$ cat src/rtl/alu_pkg.sv
// alu_pkg
// Shared definitions for the execute-stage ALU slice:
//   - default operand width and shift-amount width
//   - 4-bit ALU control codes (same values the ALU control decoder emits)
//   - state encoding for the sequential execution unit
package alu_pkg;

  localparam int DEF_DATA_W  = 32;
  localparam int DEF_SHAMT_W = 5;

  localparam logic [3:0] OP_AND = 4'd0;
  localparam logic [3:0] OP_OR  = 4'd1;
  localparam logic [3:0] OP_ADD = 4'd2;
  localparam logic [3:0] OP_SLL = 4'd3;
  localparam logic [3:0] OP_SRL = 4'd4;
  localparam logic [3:0] OP_SUB = 4'd6;
  localparam logic [3:0] OP_SLT = 4'd7;

  typedef enum logic [1:0] {
    ST_IDLE  = 2'd0,
    ST_SHIFT = 2'd1,
    ST_DONE  = 2'd2
  } state_t;

  // True for the two op codes that go through the iterative shifter.
  function automatic logic is_shift_op(input logic [3:0] code);
    return (code == OP_SLL) || (code == OP_SRL);
  endfunction

endpackage

$ cat src/rtl/alu_comb_core.sv
// alu_comb_core
// Purely combinational single-cycle ALU operations.
// Ports:
//   alu_control  in   4-bit op code
//   operand_a    in   first operand
//   operand_b    in   second operand
//   result       out  AND/OR/ADD/SUB/SLT result; 0 for any other code
// Shift codes are handled elsewhere and produce 0 here.
module alu_comb_core
  import alu_pkg::*;
#(
  parameter int DATA_W = DEF_DATA_W
) (
  input  logic [3:0]        alu_control,
  input  logic [DATA_W-1:0] operand_a,
  input  logic [DATA_W-1:0] operand_b,
  output logic [DATA_W-1:0] result
);

  // SLT is a signed compare whose single-bit answer is zero-extended.
  always_comb begin
    result = '0;
    unique case (alu_control)
      OP_AND:  result = operand_a & operand_b;
      OP_OR:   result = operand_a | operand_b;
      OP_ADD:  result = operand_a + operand_b;
      OP_SUB:  result = operand_a - operand_b;
      OP_SLT:  result = {{(DATA_W-1){1'b0}}, ($signed(operand_a) < $signed(operand_b))};
      default: result = '0;
    endcase
  end

endmodule

$ cat src/rtl/alu_seq_exec.sv
// alu_seq_exec
// Multi-cycle execute unit: logic/arithmetic ops finish in one cycle, shifts
// run on a 1-bit-per-cycle iterative shifter. Valid/ready on both sides.
// Ports:
//   clk, rst     rising-edge clock, synchronous active-high reset
//   in_valid     request valid
//   in_ready     unit can accept a request (IDLE and not in reset)
//   alu_control  4-bit op code
//   operand_a    first operand / value to shift
//   operand_b    second operand; low SHAMT_W bits are the shift amount
//   out_valid    registered result valid
//   out_ready    consumer accepts result
//   alu_out      registered result, held while waiting for out_ready
//   zero         registered alu_out == 0
module alu_seq_exec
  import alu_pkg::*;
#(
  parameter int DATA_W  = DEF_DATA_W,
  parameter int SHAMT_W = DEF_SHAMT_W
) (
  input  logic              clk,
  input  logic              rst,
  input  logic              in_valid,
  output logic              in_ready,
  input  logic [3:0]        alu_control,
  input  logic [DATA_W-1:0] operand_a,
  input  logic [DATA_W-1:0] operand_b,
  output logic              out_valid,
  input  logic              out_ready,
  output logic [DATA_W-1:0] alu_out,
  output logic              zero
);

  state_t               state;
  logic [3:0]           op;
  logic [DATA_W-1:0]    acc;
  logic [SHAMT_W-1:0]   cnt;
  logic [SHAMT_W-1:0]   shamt;
  logic [DATA_W-1:0]    comb_result;
  logic [DATA_W-1:0]    shifted;

  assign shamt = operand_b[SHAMT_W-1:0];

  alu_comb_core #(
    .DATA_W (DATA_W)
  ) u_core (
    .alu_control (alu_control),
    .operand_a   (operand_a),
    .operand_b   (operand_b),
    .result      (comb_result)
  );

  // Only IDLE can accept; reset also masks acceptance in its own cycle.
  assign in_ready = (state == ST_IDLE) && !rst;

  // One step of the iterative shifter; both directions fill with zero.
  assign shifted = (op == OP_SLL) ? {acc[DATA_W-2:0], 1'b0} : {1'b0, acc[DATA_W-1:1]};

  // Control FSM. Every output except in_ready is produced here so the result
  // side stays registered. The last shift step writes alu_out directly so the
  // result lands in the same edge that enters DONE.
  always_ff @(posedge clk) begin
    if (rst) begin
      state     <= ST_IDLE;
      op        <= OP_AND;
      acc       <= '0;
      cnt       <= '0;
      alu_out   <= '0;
      zero      <= 1'b0;
      out_valid <= 1'b0;
    end else begin
      unique case (state)
        ST_IDLE: begin
          if (in_valid) begin
            op <= alu_control;
            if (is_shift_op(alu_control)) begin
              if (shamt == '0) begin
                alu_out   <= operand_a;
                zero      <= (operand_a == '0);
                out_valid <= 1'b1;
                state     <= ST_DONE;
              end else begin
                acc   <= operand_a;
                cnt   <= shamt;
                state <= ST_SHIFT;
              end
            end else begin
              alu_out   <= comb_result;
              zero      <= (comb_result == '0);
              out_valid <= 1'b1;
              state     <= ST_DONE;
            end
          end
        end
        ST_SHIFT: begin
          acc <= shifted;
          cnt <= cnt - 1'b1;
          if (cnt == SHAMT_W'(1)) begin
            alu_out   <= shifted;
            zero      <= (shifted == '0);
            out_valid <= 1'b1;
            state     <= ST_DONE;
          end
        end
        ST_DONE: begin
          if (out_ready) begin
            out_valid <= 1'b0;
            state     <= ST_IDLE;
          end
        end
        default: begin
          out_valid <= 1'b0;
          state     <= ST_IDLE;
        end
      endcase
    end
  end

endmodule

$ cat config.mk
export PLATFORM = sky130hd
export DESIGN_NAME = alu_seq_exec
export DESIGN_NICKNAME = d
export VERILOG_FILES = /design/src/rtl/alu_pkg.sv /design/src/rtl/alu_comb_core.sv /design/src/rtl/alu_seq_exec.sv
export SDC_FILE = /design/constraint.sdc
export NUM_CORES = 1
export LEC_CHECK = 0
export BUFFER_PORTS_ARGS = -buffer_cell sky130_fd_sc_hd__buf_2
export CAP_MARGIN = 25
export CORE_ASPECT_RATIO = 1.75
export CORE_UTILIZATION = 40
export CTS_BUF_LIST = sky130_fd_sc_hd__clkbuf_4
export DETAILED_ROUTE_END_ITERATION = 8
export GPL_TIMING_DRIVEN = 0
export RECOVER_POWER = 50
export SLEW_MARGIN = 25
export SYNTH_ARGS = -nofsm -noshare
export SYNTH_HDL_FRONTEND = slang
export SYNTH_SLANG_ARGS = --single-unit
$ cat constraint.sdc
create_clock -name clk -period 8 [get_ports clk]
set_clock_uncertainty 0.05 [all_clocks]
set_input_delay 2 -clock clk [delete_from_list [all_inputs] [get_ports clk]]
set_output_delay 2 -clock clk [all_outputs]
set_load 0.03 [all_outputs]
# Word-level counts from Yosys, hierarchy flattened
# Cells that the tools add are included.
# Widths: inputs -> output; s select.
totals:
  out_inout_bits: 35
  reg_bits: 77
op_classes:
  n_bitwise: 2
  reduce_logical: 15
  muxes: 32
  addsub: 3
  order_cmp: 1
  n_eq_ne: 16
ops:
  columns: ["op", "count"]
  rows:
  - ["$mux 32", 8]
  - ["$pmux 32 s5", 1]
  - ["$pmux 32 s2", 2]
  - ["$logic_not 32->1", 3]
  - ["$add 32x32->32", 1]
  - ["$and 32x32->32", 1]
  - ["$lt 32x32->1", 1]
  - ["$or 32x32->32", 1]
  - ["$sub 32x32->32", 1]
  - ["$mux 5", 3]
  - ["$eq 4x2->1 const B", 3]
  - ["$eq 4x3->1 const B", 3]
  - ["$reduce_and 4->1", 3]
  - ["$mux 2", 5]
  - ["$pmux 5 s2", 1]
  - ["$mux 1", 9]
  - ["$ne 2x2->1 const B", 4]
  - ["$pmux 2 s3", 1]
  - ["$eq 5x1->1 const B", 1]
  - ["$logic_not 5->1", 1]
  - ["$sub 5x1->5 const B", 1]
  - ["$eq 4x1->1 const B", 1]
  - ["$logic_not 4->1", 1]
  - ["$ne 3x2->1 const B", 1]
  - ["other kinds (12)", 12]

# Longest topological paths before layout
logic_depth:
  ltp_word: 6
  ltp_mapped: 14

# Modules after synthesis
# From an unflattened synthesis, not the netlist that was laid out.
unflattened:
  hier_cells: 1356
  hier_area_um2: 9670.5
by_module_without_submodules:
  columns: ["mod", "cells_per_inst", "area_per_inst_um2", "instances", "seq_area_each_um2"]
  rows:
  - ["alu_seq_exec", 622, 4835.9, 1, 1541.5]
  - ["alu_comb_core", 734, 4834.6, 1, 0.0]

# Worst setup path after synthesis
# Ideal clock, no wire load.
synth_path:
  path_kind: "in2out"
  start: "input rst"
  end: "output in_ready"
  stages: 3
  required_time_ns: 5.950
  slack_ns: 2.902
  t_arrival_ns: 3.048
  cell_sequence: "clkbuf_1 -> clkbuf_1 -> nor3_1"
synth_via:
  elab_chain_cells: 2
synth_rtl:
  columns: ["element", "line", "source"]
  rows:
  - ["from (decl)", "alu_seq_exec.sv:22", "input logic rst,"]
  - ["$logic_not 1->1", "alu_seq_exec.sv:54", "assign in_ready = (state == ST_IDLE) && !rst;"]
  - ["$logic_and 1x1->1", "alu_seq_exec.sv:54", null]
  - ["to (decl)", "alu_seq_exec.sv:24", "output logic in_ready,"]
# Every way passes these cells.

# Worst setup path after layout
# Same ends and word-level chain as after synthesis.

==> flow_metrics.py <==
metrics = {
    "run_status": {
        "status": "finished, final reports clean",
    },
    "synth": {
        "synth-main-ff-cell": "dfxtp_1",
        "synth_cell_types": 85,
        "yosys-top-cells-area": "dfxtp_1, ha_1, a21oi_1",
        "synth_edf_count": 0,
        "yosysSeqAreaShare_pct": 16.4,
        "syn_inst": 1372,
        "yosysTopAreaCellShare_pct": 16.4,
        "async_flop_share_pct": 0,
        "synth_seq_cells": 77,
        "yosysTopAreaCell": "dfxtp_1",
        "syn_area_per_cell_um2": 6.86,
        "synth_warnings": 0,
        "netlist_area_mm2": 0.00941,
        "syn-num-nets": 1547,
    },
    "worst_setup_path": {
        "critPathCapture": "in_ready",
        "worst-setup-path-type": "in -> out",
        "endpoint_kind": "output pin",
        "reg2reg_depth": 8,
        "crit_path_start": "rst",
        "cp_max_fo": 10,
        "critPathArrivalTime_ns": 3.77,
        "r2r_setup_slack_ns": 4.85,
        "r2r_start": "cnt[3]",
        "worstReg2RegEnd": "alu_out[4]",
        "required_ns": 5.95,
        "start_kind": "primary input",
    },
    "timing": {
        "fin_crit_sh_pct": 72.8,
        "relSlewSlack_pct": 33.3,
        "worst_slack_ns": 2.18,
        "tightest_slew_ns": 1.00,
        "rsz0062_at_grt": "no",
        "setup_tns_ns": 0,
        "fin_crit_ns": 5.82,
        "slew_violations": 0,
        "finalHoldViolations": 0,
        "clock.fmax_mhz": 172,
        "setup_viol_count_final": 0,
    },
    "cts": {
        "htree_levels": 3,
        "clkLatencyLatePin_ns": 0.49,
        "cts_tree": "done",
        "clockBufferDepth": 2,
        "numCtsBuffers": 9,
        "cts.reportedPaths.clkPinSlew_ns": 0.13,
        "clock-root-buffer": "clkbuf_4",
        "postCtsResizedCells": 0,
        "postCtsSetupBuffers": 0,
        "cts_hold_buf": 0,
        "cts.sinks": 77,
    },
    "final_layout": {
        "area_growth_pct": 11.2,
        "nNetsFinal": 1664,
        "fillers": 2535,
        "drive_gt1_share_pct": 8.57,
        "ff_latch_area_mm2": 0.00154,
        "multiInputGateArea_mm2": 0.00706,
        "utilization_pct": 45.6,
    },
    "floorplan": {
        "die-area_mm2": 0.0242,
        "die_h_um": 205,
        "start_util_pct": 41.0,
        "die_x_um": 118,
        "boundaryPins": 107,
        "core_region_area_mm2": 0.0229,
        "row_count": 73,
    },
    "power": {
        "combPwrFrac_pct": 46.7,
        "p_leak_nw": 4.32,
        "switching_share_pct": 43.5,
        "pwr-share-seq_pct": 31.1,
        "power_density_mw_per_mm2": 131,
        "switchingPower_w": 0.000594,
        "peakVddDrop_uv": 56.4,
        "p_int_w": 0.000771,
        "p_clk_share_pct": 22.2,
    },
    "routing": {
        "wl_per_cell_um": 24.4,
        "ant_nets": 0,
        "postRouteWirelength_um": 43800,
        "remaining_drc_errors": 0,
        "first_pass_iters": 6,
        "vias": 11200,
        "drtIter0Drc": 933,
        "via_per_inst": 6.23,
    },
    "placed_design": {
        "dp_slack_ns": 1.95,
        "place.gp.congestion": 1.02,
        "hpwl_um": 36300,
        "port_buffers": 105,
    },
    "worst_hold_path": {
        "hold_path.class": "reg -> reg",
    },
    "global_routing": {
        "gr-usage-all-layers_pct": 36.2,
        "grt_antenna_before_repair": 1,
        "grt_max_degree": 13,
        "grt_pass1_vias": 11100,
        "overflow": 0,
        "grt_pass1_wl_um": 65800,
    },
    "job": {
        "drv_cap": 0,
    },
}
==> flip-flops by register name, indices dropped and copies added (netlist names) <==
name / cells
zero: 1
acc: 32
op: 4
out_valid: 1
cnt: 5
alu_out: 32
state: 2
==> cells in the mapped netlist (6+ instances only) <==
| cell type | instances |
|---|---|
| nand2_1 | 153 |
| nor2_1 | 145 |
| a21oi_1 | 139 |
| inv_1 | 117 |
| ha_1 | 101 |
| dfxtp_1 | 77 |
| o21ai_0 | 76 |
| clkbuf_1 | 72 |
| nor3_1 | 49 |
| mux2i_1 | 38 |
| a211oi_1 | 35 |
| o211ai_1 | 33 |
| nand3_1 | 27 |
| nor4_1 | 24 |
| xnor2_1 | 19 |
| nor2b_1 | 16 |
| buf_2 | 14 |
| a31oi_1 | 13 |
| a22oi_1 | 12 |
| o31ai_1 | 12 |
| nand2b_1 | 11 |
| nand4_1 | 11 |
| o21bai_1 | 11 |
| o22ai_1 | 11 |
| or3_1 | 8 |
| a2111oi_0 | 7 |
| a21o_1 | 7 |
| o21a_1 | 7 |
| a221o_1 | 6 |
| buf_1 | 6 |
| o221ai_1 | 6 |
| xor2_1 | 6 |
==> worst min path at each step <==
stage                      from     endpoint  slack (ns)  depth (start not counted)
floorplan                cnt[1]       cnt[1]        0.40                          2
global placement    alu_out[29]  alu_out[29]        0.39                          2
detailed placement  alu_out[29]  alu_out[29]        0.40                          2
CTS                  alu_out[8]   alu_out[8]        0.42                          2
global route         alu_out[4]   alu_out[4]        0.44                          2
finish              alu_out[23]  alu_out[23]        0.42                          2
==> power by group through the flow <==
stage	Combinational [W]	Clock, W	Sequential (W)
3_5_place_dp	0.000626	0	0.000432
2_1_floorplan	0.000381	0	0.000457
3_3_place_gp	0.000624	0	0.000432
4_1_cts	0.000629	0.000306	0.000424
5_1_grt	0.000685	0.000321	0.000427
6_report	0.000637	0.000303	0.000425
==> routing by layer <==
layer | wire length, µm | up-vias | global-route usage, %
met5 | 0 | - | 0
met2 | 21600 | 626 | 65.6
met3 | 2650 | 215 | 4.48
li1 | - | 5144 | -
met4 | 4260 | 0 | 31.9
met1 | 15300 | 5194 | 36.4
==> layout make-up <==
type / count / share of cell area [%]
Tap cell: 300 / 3.59
Inverter: 117 / 4.20
Clock buffer: 10 / 0.718
Antenna cell: 1 / 0.0239
Timing Repair Buffer: 106 / 4.64
Sequential cell: 77 / 14.7
Buffer: 94 / 3.65
Multi-Input combinational cell: 1084 / 67.5
Clock inverter: 5 / 0.957
==> layout by cell type, fill, tap and decap left out, types with 8 or more instances in the layout <==
cell type,synthesis,routed
o211ai_1,33,33
nand3_1,27,27
nor2b_1,16,16
dfxtp_1,77,77
a22oi_1,12,12
ha_1,101,101
o31ai_1,12,12
a31oi_1,13,13
o22ai_1,11,11
o21bai_1,11,11
clkbuf_4,0,10
a211oi_1,35,35
a21oi_1,139,139
nor2_1,145,145
clkbuf_1,72,109
nand2b_1,11,11
buf_2,14,84
nor3_1,49,49
nand2_1,153,153
inv_1,117,117
nor4_1,24,24
nand4_1,11,11
or3_1,8,8
mux2i_1,38,38
xnor2_1,19,19
o21ai_0,76,77
==> metrics by stage <==
step / std cells / total power, W / hold WS (ns) / cell area (µm²)
2_1_floorplan: 1372 / 0.000838 / 0.395 / 9410
5_1_grt: 1794 / 0.00143 / 0.441 / 10500
4_1_cts: 1793 / 0.00136 / 0.416 / 10500
3_5_place_dp: 1778 / 0.00106 / 0.400 / 10300
3_3_place_gp: 1777 / 0.00106 / 0.392 / 10300
6_report: 1794 / 0.00137 / 0.415 / 10500
==> worst max-delay path, cell delays in order <==
cell	delay, ns
clkbuf_1	0.32
clkbuf_1	0.48
clkbuf_1	0.66
nor3_1	0.09
buf_2	0.21
==> cell families after synthesis <==
logic type | after synthesis | share of synthesized area, %
xor+xnor | 25 | 2.33
compound gates | 444 | 31.7
buf+inv | 211 | 8.72
simple gates | 473 | 22.8
fa+ha+maj | 103 | 13.9
flops | 77 | 16.4
mux | 39 | 4.16
Power figures use the tool's default switching activity.
